`config.mk`:
```
export PLATFORM = sky130hd
export DESIGN_NAME = sram_word_ctrl
export DESIGN_NICKNAME = d
export VERILOG_FILES = /design/src/rtl/sram_word_ctrl.sv
export SDC_FILE = /design/constraint.sdc
export NUM_CORES = 1
export LEC_CHECK = 0
export ABC_AREA = 1
export BUFFER_PORTS_ARGS = -buffer_cell sky130_fd_sc_hd__buf_2
export CAP_MARGIN = 20
export CORE_AREA = 3 3 90 92
export CTS_CLUSTER_SIZE = 10
export DETAILED_ROUTE_END_ITERATION = 10
export DIE_AREA = 0 0 93 95
export PLACE_DENSITY = 0.82
export SETUP_SLACK_MARGIN = 0.02
export SLEW_MARGIN = 20
export SYNTH_ARGS = -nofsm -noshare
export SYNTH_HDL_FRONTEND = slang
export SYNTH_SLANG_ARGS = --single-unit
```
`constraint.sdc`:
```
create_clock -name clk -period 5.4 [get_ports clk]
set_input_delay 1.08 -clock clk [delete_from_list [all_inputs] [get_ports clk]]
set_output_delay 1.08 -clock clk [all_outputs]
set_load 0.1 [all_outputs]
```
`src/rtl/sram_word_ctrl.sv`:
```
// sram_word_ctrl: turns 32-bit word requests into four little-endian byte
// accesses on a zero-latency synchronous byte SRAM, with write strobes and
// misalignment detection. Request and response use valid/ready handshakes.
module sram_word_ctrl #(
    parameter int unsigned alen = 10
) (
    input  logic            clk,
    input  logic            rst,
    input  logic            req_valid,
    output logic            req_ready,
    input  logic            req_we,
    input  logic [alen-1:0] req_addr,
    input  logic [31:0]     req_wdata,
    input  logic [3:0]      req_wstrb,
    output logic            resp_valid,
    input  logic            resp_ready,
    output logic [31:0]     resp_rdata,
    output logic            resp_err,
    output logic            sram_re,
    output logic            sram_we,
    output logic [alen-1:0] sram_addr,
    output logic [7:0]      sram_wdata,
    input  logic [7:0]      sram_rdata
);

    localparam int unsigned BYTE_W = 8;
    localparam int unsigned CNT_W  = 2;

    typedef enum logic [1:0] {
        IDLE   = 2'd0,
        ACCESS = 2'd1,
        RESP   = 2'd2
    } state_t;

    state_t           state;
    state_t           state_n;
    logic [CNT_W-1:0] cnt;
    logic [CNT_W-1:0] cnt_n;
    logic             accept;

    logic             we_q;
    logic [alen-1:0]  addr_q;
    logic [31:0]      wdata_q;
    logic [3:0]       wstrb_q;
    logic [31:0]      rdata_q;
    logic             err_q;

    // State and byte-counter register
    always_ff @(posedge clk) begin
        if (rst) begin
            state <= IDLE;
            cnt   <= '0;
        end else begin
            state <= state_n;
            cnt   <= cnt_n;
        end
    end

    // Next state and port drive; reset forces every output low in the same cycle
    always_comb begin
        state_n    = state;
        cnt_n      = cnt;
        accept     = 1'b0;
        req_ready  = 1'b0;
        resp_valid = 1'b0;
        resp_err   = 1'b0;
        resp_rdata = '0;
        sram_re    = 1'b0;
        sram_we    = 1'b0;
        sram_addr  = '0;
        sram_wdata = '0;

        case (state)
            IDLE: begin
                req_ready = 1'b1;
                accept    = req_valid;
                if (req_valid) begin
                    cnt_n   = '0;
                    state_n = (req_addr[1:0] != 2'b00) ? RESP : ACCESS;
                end
            end
            ACCESS: begin
                sram_addr  = (addr_q & ~alen'(3)) | alen'(cnt);
                sram_re    = ~we_q;
                sram_we    = we_q & wstrb_q[cnt];
                sram_wdata = we_q ? wdata_q[{cnt, 3'b000} +: BYTE_W] : 8'h00;
                cnt_n      = cnt + CNT_W'(1);
                if (cnt == CNT_W'(3)) begin
                    state_n = RESP;
                end
            end
            RESP: begin
                resp_valid = 1'b1;
                resp_err   = err_q;
                resp_rdata = rdata_q;
                if (resp_ready) begin
                    state_n = IDLE;
                end
            end
            default: state_n = IDLE;
        endcase

        if (rst) begin
            accept     = 1'b0;
            req_ready  = 1'b0;
            resp_valid = 1'b0;
            resp_err   = 1'b0;
            resp_rdata = '0;
            sram_re    = 1'b0;
            sram_we    = 1'b0;
            sram_addr  = '0;
            sram_wdata = '0;
        end
    end

    // Request latch and read-byte assembly; unread lanes stay zero
    always_ff @(posedge clk) begin
        if (rst) begin
            we_q    <= 1'b0;
            addr_q  <= '0;
            wdata_q <= '0;
            wstrb_q <= '0;
            rdata_q <= '0;
            err_q   <= 1'b0;
        end else if (accept) begin
            we_q    <= req_we;
            addr_q  <= req_addr;
            wdata_q <= req_wdata;
            wstrb_q <= req_wstrb;
            rdata_q <= '0;
            err_q   <= (req_addr[1:0] != 2'b00);
        end else if (state == ACCESS && !we_q) begin
            rdata_q[{cnt, 3'b000} +: BYTE_W] <= sram_rdata;
        end
    end

endmodule

```
# == Word level (Yosys, flattened, before mapping) ==
# Index checks and enable logic that the tools add are counted.
# word_totals
ff_bits,84
latchBits,0
ram_bits,0
mem_bits_ro,0
in_bits,59
out_inout_bits,55
n_memories,0
# classes
addsub,2
mul,0
div,0
n_lt_le_gt_ge,1
n_eq_ne,6
shift,3
muxes,29
n_bitwise,3
reduce_logical,8
# ops
op,count
$mux 32,2
$bwmux 32,1
$shift 8x7->32 const A,1
$shiftx 32x6->8,1
$shiftx 8x7->32,1
$mux 8,3
$mux 10,2
$mux 1,13
$mux 2,5
$or 10x2->10,1
$neg 5->7,1
$ne 2x2->1 const B,3
$pmux 2 s3,1
$eq 2x2->1 const B,2
$pmux 2 s2,1
$reduce_bool 2->1,2
$lt 2x3->1 const B,1
$reduce_and 3->1,1
$add 2x1->2 const B,1
$bmux 1 s2,1
$eq 2x1->1 const B,1
$logic_not 2->1,1
$reduce_and 2->1,1
$reduce_or 2->1,1
other kinds (4),4

# == Depth between registers and ports, before layout ==
# Gate-level depths: netlist of run 1.
# depth
word_depth,5
mapped_depth,10
depth_no_buf,9

# == Worst setup path before layout of run 1 ==
# Ideal clock, no wire load.
# synth_path
path_type,in2out
start,input rst
end,output resp_rdata[10]
t_arrival_ps,4172
setup_slack_ps,148
path_stages,4
cell_sequence,nor2_1 -> inv_1 -> buf_2 -> nor2_1
# synth_via
elab_chain_cells,1
# synth_lines
element,line_no,text
start: declaration,8,"input logic rst,"
$mux 32,103,if (rst) begin
end: declaration,17,"output logic [31:0] resp_rdata,"
# Every way passes these cells.

# == Final worst setup path of run 1 ==
# layout_path
start,register cnt[0]
end,output sram_addr[0]
# layout_via
elab_chain_cells,3
# layout_lines
element,line_no,text
start: declaration,37,logic [CNT_W-1:0] cnt;
start signal: assignment,55,cnt <= cnt_n;
$or 10x2->10,83,sram_addr = (addr_q & ~alen'(3)) | alen'(cnt);
$mux 10,73,case (state)
$mux 10,103,
end: declaration,21,"output logic [alen-1:0] sram_addr,"
# Every way passes these cells.

==> results of run 1 <==
worst register-to-register path, stage by stage (launching register included):
cell and delay [ps]:
dfxtp_1 990, clkinv_1 560, ha_1 500, inv_1 100, nor2_4 200, nand2_1 190, nor2_1 150, nand2_1 90
a21oi_2 120
cells in the mapped netlist:
cell type  count
o21ai_0       16
buf_6          5
o22ai_2        1
dfxtp_1       82
buf_2          9
nor3_1        10
buf_4          5
a31oi_1        1
ha_1           6
nor2_1        97
nand2_1      152
a21oi_2        7
inv_4          1
nand3b_1       2
o21ai_2       22
clkinv_1       2
inv_1         74
a21oi_1       24
nand3_1       49
o32ai_1        1
buf_1          4
inv_2          2
a21oi_4        1
nand2_4        1
nor2_2         5
nor2_4         4
clkbuf_1       8
o211ai_1       9
nor3_2         1
flip-flops by register name, indices dropped and copies added, names as in the netlist:
register,count
rdata_q,32
wdata_q,32
addr_q,8
state,2
wstrb_q,4
cnt,2
err_q,1
we_q,1
how the worst min path moves through the flow:
stage,from,end,cells past startpoint
finish,wdata_q[4],wdata_q[4],2
global route,wdata_q[4],wdata_q[4],2
CTS,wdata_q[4],wdata_q[4],2
detailed placement,wdata_q[4],wdata_q[4],2
global placement,wdata_q[4],wdata_q[4],2
floorplan,wdata_q[0],wdata_q[0],2
report_power, final:
group	switching (mW)	internal [mW]
clock	0.214	0.222
sequential	0.0769	0.706
combinational	0.543	0.199
total	0.833	1.13
cells by family after synthesis:
| group | count (synthesis) |
|---|---|
| flops | 82 |
| fa+ha+maj | 6 |
| compound gates | 82 |
| simple gates | 321 |
| buf+inv | 110 |
final cells by class:
| class | count | area (um2) |
|---|---|---|
| clock buffers | 10 | 138 |
| clock inverters | 4 | 53.8 |
| fillers | 672 | 2460 |
| inverters | 79 | 299 |
| multi-input cells | 409 | 1990 |
| flip-flops and latches | 82 | 1640 |
| well taps | 99 | 124 |
| repair buffers | 116 | 588 |
through the flow:
| stage | area [um2] | total power [mW] | std cells | util (%) |
|---|---|---|---|---|
| 2_1_floorplan | 4110 | 1.40 | 601 | - |
| 3_3_place_gp | 4640 | 1.51 | 785 | 63.7 |
| 3_5_place_dp | 4640 | 1.53 | 785 | 63.7 |
| 4_1_cts | 4830 | 1.97 | 799 | 66.3 |
| 5_1_grt | 4830 | 2.09 | 799 | 66.3 |
| 6_report | 4830 | 1.96 | 799 | 66.3 |
per-layer routing:
metal  up-vias  GRT usage [%]
li1       2063              -
met1      1761           31.7
met2       117           36.5
met3        11           4.70
met4         0           7.33
met5         -              0
==> flow_summary.ini, run 1 <==
[flow_run]
max-cap-violations = 0

[timing]
rsz0062_at_grt = false
setup_tns_ps = 0
final_hold_viol_count = 0
finalCriticalPeriod_ps = 3700
setup_violations = 0
hold_ws_ps = 449
final.period_utilization_pct = 68.5
clock_skew_ps = 8.96
slew_headroom_pct = 32.6
clock.fmax_ghz = 0.270
tightest_slew_ps = 1010
fin_ws_ps = 1700
slew_viol_final = 0

[drt]
wl_met1_um = 4670
drtPass1Iterations = 5
ant_nets = 0
wl_met3_um = 585
wire_per_inst_um = 12.4
routed.top_layer = met4
drt_iter0_drc = 191
drc = 0
via_per_inst = 4.95
drt_wl_total_um = 9940
vias = 3952
wl_met2_um = 4570

[floorplan]
die_y_um = 95
io_pins = 114
die-area_mm2 = 0.00884
dieWidth_um = 93
initial_utilization_pct = 56.3
std_cell_rows = 31
core_mm2 = 0.00729

[placement]
io_buffers = 113
pre_cts_ws_ps = 1690
gp_congestion = 0.955
hpwlAfterDp_um = 7210

[finish]
antenna_cells = 0
drive_gt1_share_pct = 25.1
final_cell_mix = 152 x nand2_1, 113 x buf_2, 96 x nor2_1
final_common_cell = nand2_1
layout.nets = 762
area_growth_pct = 17.7

[clocking]
cts.sinks = 82
numCtsBuffers = 9
cts_resized = 0
clk_latency_ps = 340
cts_tree = built
post-cts-setup-buffer-count = 0
path_clk_slew_ps = 80
cts_root_buf = clkbuf_8
hold_buffers = 0
cts_buffer_depth = 2
htree_levels = 3

[synth]
syn-num-nets = 666
yosys.area.top_type = dfxtp_1
synth-simple-area-share_pct = 32.7
synth.mux.area_fraction_pct = 0
syn_avg_cell_area_um2 = 6.83
syn_area_mm2 = 0.00411
synth-seq-area-share_pct = 40.0
ys_top_cells_by_area = dfxtp_1 40%, nand2_1 14%, nor2_1 8.9%
synth_compound_area_share_pct = 13.8
yosysUniqueCellTypes = 29
synth.yosys.warnings = 0
syn_inst = 601
synthXorXnorAreaFrac_pct = 0
synthAdderAreaFrac_pct = 1.83
ys_seq_elements = 82
synth_top_area_share_pct = 40.0
synth_top_family_by_area = simple AND/OR/NAND/NOR gates

[grt]
track_usage_pct = 23.1
grt_pass1_wl_um = 16400
gr-total-overflow = 0
grt_max_degree = 49
grt_pass1_vias = 3538
antenna_found_initial = 0

[critical_path]
start_kind = flop
critical_path_arrival_ps = 2620
r2r_slack_ps = 2440
crit_fanout = 29
endpoint = sram_addr[0]
path_delay_family = buffers and inverters
reg2reg_from = cnt[0]
worstSetupPathType = reg2out
crit_cells = 3
cpPeakStageDelay_ps = 990
r2r-end = rdata_q[20]
rr_worst_depth = 8
end_kind = output pin
cp.required_ps = 4320
crit_start = cnt[0]
crit_chain = clkinv_1 > nor3_1 > buf_2
cp_num_buf_inv = 2
cp_slowest_cell = dfxtp_1

[power_and_ir_drop]
vdd_drop_max_uv = 189
power_density_mw_per_mm2 = 405
p_leak_nw = 2.06

[status]
outcome = finished, final reports clean

[min_path]
hold_path.class = reg2reg
(Power assumes the default switching activity.)
==> run 2, diff against run 1 <==
Settings changed: CORE_AREA 3 3 90 92 to 3 3 98 100, DIE_AREA 0 0 93 95 to 0 0 101 103, PLACE_DENSITY 0.82 to 0.73.
Clock period 5.4 ns to 3 ns, I/O delays scaled along.
==> flow_summary.ini, run 2 (synthesized netlist as in run 1, its figures left out) <==
[clocking]
path_clk_slew_ps = 80
cts_resized = 0
cts.sinks = 82
cts_root_buf = clkbuf_8
numCtsBuffers = 9
cts_tree = built
hold_buffers = 0
clk_latency_ps = 350
cts_buffer_depth = 2
htree_levels = 3
post-cts-setup-buffer-count = 0

[timing]
setup_violations = 0
fin_ws_ps = 351
clock.fmax_ghz = 0.377
slew_headroom_pct = 41.2
tightest_slew_ps = 881
rsz0062_at_grt = false
slew_viol_final = 0
final.period_utilization_pct = 88.3
clock_skew_ps = 7.91
finalCriticalPeriod_ps = 2650
setup_tns_ps = 0
final_hold_viol_count = 0
hold_ws_ps = 448

[power_and_ir_drop]
vdd_drop_max_uv = 357
comb_power_share_pct = 41.7
power_frac_seq_pct = 37.0
p_leak_nw = 2.12
p_total_mw = 3.68
power_density_mw_per_mm2 = 691
switching_share_pct = 43.9
clock_power_share_pct = 21.3
p_switching_mw = 1.61
p_int_mw = 2.06

[grt]
track_usage_pct = 21.5
gr-usage-met1_pct = 27.2
grt_max_degree = 48
gr-total-overflow = 0
grt_pass1_wl_um = 17900
use_met2_pct = 35.3
met3_usage_pct = 5.48
antenna_found_initial = 0
grt_busiest_layer = met2
grt_pass1_vias = 3909

[floorplan]
die_y_um = 103
std_cell_rows = 34
dieWidth_um = 101
io_pins = 114
die-area_mm2 = 0.0104
initial_utilization_pct = 46.9
core_mm2 = 0.00876

[critical_path]
worstSetupPathType = reg2out
rr_worst_depth = 8
critical_path_arrival_ps = 2050
cp_slowest_cell = dfxtp_1
r2r-end = rdata_q[21]
crit_start = state[1]
crit_top_cell = nor2_4
crit_chain = nand2_1 > nor2_4 > inv_2 > buf_12 > nor2_4 > buf_2
crit_fanout = 17
cp_num_buf_inv = 3
cpPeakStageDelay_ps = 510
end_kind = output pin
r2r_slack_ps = 570
cp.required_ps = 2400
reg2reg_from = cnt[1]
path_delay_family = buffers and inverters
start_kind = flop

[placement]
dp_cells = 797
io_buffers = 113
placement.cell_area_mm2 = 0.00513
hpwlAfterDp_um = 7950
pre_cts_ws_ps = 420
gp_congestion = 0.894

[finish]
final_cell_count_no_fill = 814
final_common_cell = nand2_1
final_cell_mix = 152 x nand2_1, 102 x buf_2, 82 x dfxtp_1
layout.nets = 765
area_growth_pct = 29.5
post-route-util_pct = 60.7
final_cell_area_mm2 = 0.00532
drive_gt1_share_pct = 31.6
reg.largest.list = rdata_q (32), wdata_q (32), addr_q (8)
fillCellCount = 839

[min_path]
hold_end = wdata_q[4]
min_from = wdata_q[4]
whs_path_depth = 2
hold_path.class = reg2reg

[drt]
vias = 4064
ant_nets = 0
drtPass1Iterations = 5
drt_iter0_drc = 168
drt_wl_total_um = 10800
drc = 0
wire_per_inst_um = 13.3
via_per_inst = 4.99

[status]
outcome = finished, final reports clean

[flow_run]
max-cap-violations = 0
## run 2: cell count changes in the layout (fill, tap and decap cells not counted), sizes merged
cell / previous run / this run
diode: 0 / 1
clkbuf: 10 / 11
buf: 116 / 119
clkinv: 3 / 4
## run 2: routing by layer
metal | vias up | wire length [um]
met5 | - | 0
met4 | 0 | 184
met3 | 17 | 806
met2 | 121 | 5090
met1 | 1850 | 4710
li1 | 2076 | -
## run 2: power by group through the flow
stage               logic [mW]  registers (mW)  clock network (mW)
detailed placement        1.53            1.39                   0
global placement          1.50            1.38                   0
finish                    1.53            1.36               0.784
floorplan                 1.24            1.36                   0
CTS                       1.54            1.36               0.800
global route              1.70            1.38               0.837
## run 2: worst max path at each step
stage,slack [ps],cells past startpoint,to
finish,350,6,resp_rdata[23]
global route,230,3,sram_wdata[2]
CTS,340,3,sram_wdata[2]
detailed placement,420,5,sram_we
global placement,500,5,sram_wdata[2]
floorplan,-480,2,sram_addr[0]
## run 2: area by class of cell
class	count	area, um2	share of cell area (%)
Multi-Input combinational cell	409	2250	42.4
Sequential cell	82	1640	30.9
Timing Repair Buffer	119	801	15.1
Inverter	79	299	5.62
Tap cell	108	135	2.54
Clock buffer	11	131	2.47
Clock inverter	5	55.1	1.03
Antenna cell	1	2.50	0.0470
## run 2: worst reg2reg max path: stages (launching register included)
cell and delay [ps]:
dfxtp_1 900, inv_1 200, ha_1 400, inv_1 100, nor2_4 210, nand2_1 210
nor2_1 140, nand2_1 70, a21oi_2 140
==> run 3, diff against run 2 <==
Settings changed: ABC_AREA 1 to not set, CORE_AREA 3 3 98 100 to 3 3 94 96, DIE_AREA 0 0 101 103 to 0 0 97 99, GPL_TIMING_DRIVEN set to 1.
==> flow_summary.ini, run 3 <==
[clocking]
post-cts-setup-buffer-count = 0
clk_latency_ps = 350
cts_buffer_depth = 2
htree_levels = 3
numCtsBuffers = 9
cts_resized = 0
cts.sinks = 82
cts_tree = built
cts_root_buf = clkbuf_8
path_clk_slew_ps = 90
hold_buffers = 0

[grt]
grt_max_degree = 47
track_usage_pct = 18.6
use_met2_pct = 29.8
antenna_found_initial = 0
grt_busiest_layer = met2
gr-usage-met1_pct = 23.1
met3_usage_pct = 6.94
gr-total-overflow = 0
grt_pass1_vias = 3038
grt_pass1_wl_um = 14600

[floorplan]
die_y_um = 99
die-area_mm2 = 0.00960
io_pins = 114
std_cell_rows = 33
dieWidth_um = 97
initial_utilization_pct = 44.8
core_mm2 = 0.00813

[synth]
synthArstFlopShare_pct = 0
ys_top_cells_by_area = dfxtp_1 45%, a22o_1 11%, and2_1 7.6%
synth-edff-count = 0
syn_inst = 364
ys_seq_elements = 82
yosys.area.top_type = dfxtp_1
ys.flop_type = dfxtp_1
yosysMostFrequentCell = dfxtp_1
synth_top_area_share_pct = 45.0
synth_top_cells_by_count = 82 x dfxtp_1, 45 x a22o_1, 44 x and2_1
syn-num-nets = 429
synth-seq-area-share_pct = 45.0
syn_area_mm2 = 0.00364
synth.yosys.warnings = 0
syn_avg_cell_area_um2 = 10.0
yosysUniqueCellTypes = 39

[drt]
drt_iter0_drc = 111
drt_wl_total_um = 8790
wire_per_inst_um = 15.3
ant_nets = 0
drc = 0
via_per_inst = 5.35
vias = 3068
drtPass1Iterations = 4

[power_and_ir_drop]
p_total_mw = 2.23
power_density_mw_per_mm2 = 426
p_leak_nw = 2.11
vdd_drop_max_uv = 273

[timing]
setup_tns_ps = 0
tightest_slew_ps = 976
clock.fmax_ghz = 0.362
clock_skew_ps = 10.3
final_hold_viol_count = 0
fin_ws_ps = 241
finalCriticalPeriod_ps = 2760
slew_headroom_pct = 35.0
final.period_utilization_pct = 92.0
slew_viol_final = 0
setup_violations = 0
rsz0062_at_grt = false

[critical_path]
worstSetupPathType = reg2out
critical_path_arrival_ps = 2160
cp.required_ps = 2400
start_kind = flop
crit_fanout = 14
end_kind = output pin

[placement]
dp_cells = 557
pre_cts_ws_ps = 456
placement.cell_area_mm2 = 0.00504
hpwlAfterDp_um = 6410
gp_congestion = 0.833
io_buffers = 113

[finish]
final_cell_area_mm2 = 0.00525
final_cell_mix = 82 x dfxtp_1, 60 x buf_2, 53 x buf_12
final_common_cell = dfxtp_1
drive_gt1_share_pct = 32.1
layout.nets = 528
antenna_cells = 0
final_cell_count_no_fill = 573
area_growth_pct = 44.0
reg.largest.list = rdata_q (32), wdata_q (32), addr_q (8)

[min_path]
hold_path.class = in2reg

[status]
outcome = finished, final reports clean

[flow_run]
max-cap-violations = 0
==> run 3: cell count changes after synthesis, sizes merged, moves of 25 or more <==
cell   change
nand3     -25
a22o      +45
nor2      -92
o21ai     -37
nand2    -120
inv       -74
and2      +44
==> run 3: metal layers <==
layer	vias to the layer above	wire [um]
met1	1424	3660
met2	116	4170
li1	1514	-
met3	14	762
met4	0	187
met5	-	0
==> run 3: report_power, final <==
part           total, mW  internal (mW)  leakage [nW]  switching (mW)
logic              0.240          0.106          1.34           0.134
registers           1.17           1.14         0.668          0.0344
clock network      0.822          0.399         0.102           0.424
total               2.23           1.64          2.11           0.592
==> run 3: path summary, 6_finish.rpt <==
kind / from / endpoint / slack, ps / cells after the start
worst max-delay path: cnt[0] / sram_wdata[5] / 240 / 3
worst min-delay path: req_wdata[18] / wdata_q[18] / 450 / 2
worst max register to register: cnt[0] / rdata_q[21] / 520 / 6
worst min register to register: rdata_q[29] / rdata_q[29] / 450 / 2
==> run 3: logic make-up (layout without fill, tap and decap cells) <==
kind of cell    count (synthesis)  after routing  synth area share (%)
simple gates                  145            145                  23.5
mux                             9              9                  6.49
flops                          82             82                  45.0
buf+inv                        35            139                  4.94
compound gates                 87             87                  18.0
fa+ha+maj                       6              6                  2.06
==> run 3: area by class of cell <==
| type | count | area [um2] |
|---|---|---|
| Sequential cell | 82 | 1640 |
| Clock inverter | 7 | 83.8 |
| Timing Repair Buffer | 120 | 1410 |
| Multi-Input combinational cell | 247 | 1840 |
| Inverter | 3 | 11.3 |
| Tap cell | 105 | 131 |
| Clock buffer | 9 | 124 |
| Fill cell | 630 | 2880 |
==> run 3: per-stage QoR <==
step	hold WS, ps	utilization (%)
finish	449	64.5
detailed placement	441	61.9
CTS	433	64.5
floorplan	424	-
global placement	434	61.9
global route	433	64.5
==> run 3: worst max-delay path: stages, from the launching register on <==
cell,delay [ps]
dfxtp_1,770
mux4_1,630
and3_1,240
buf_12,180
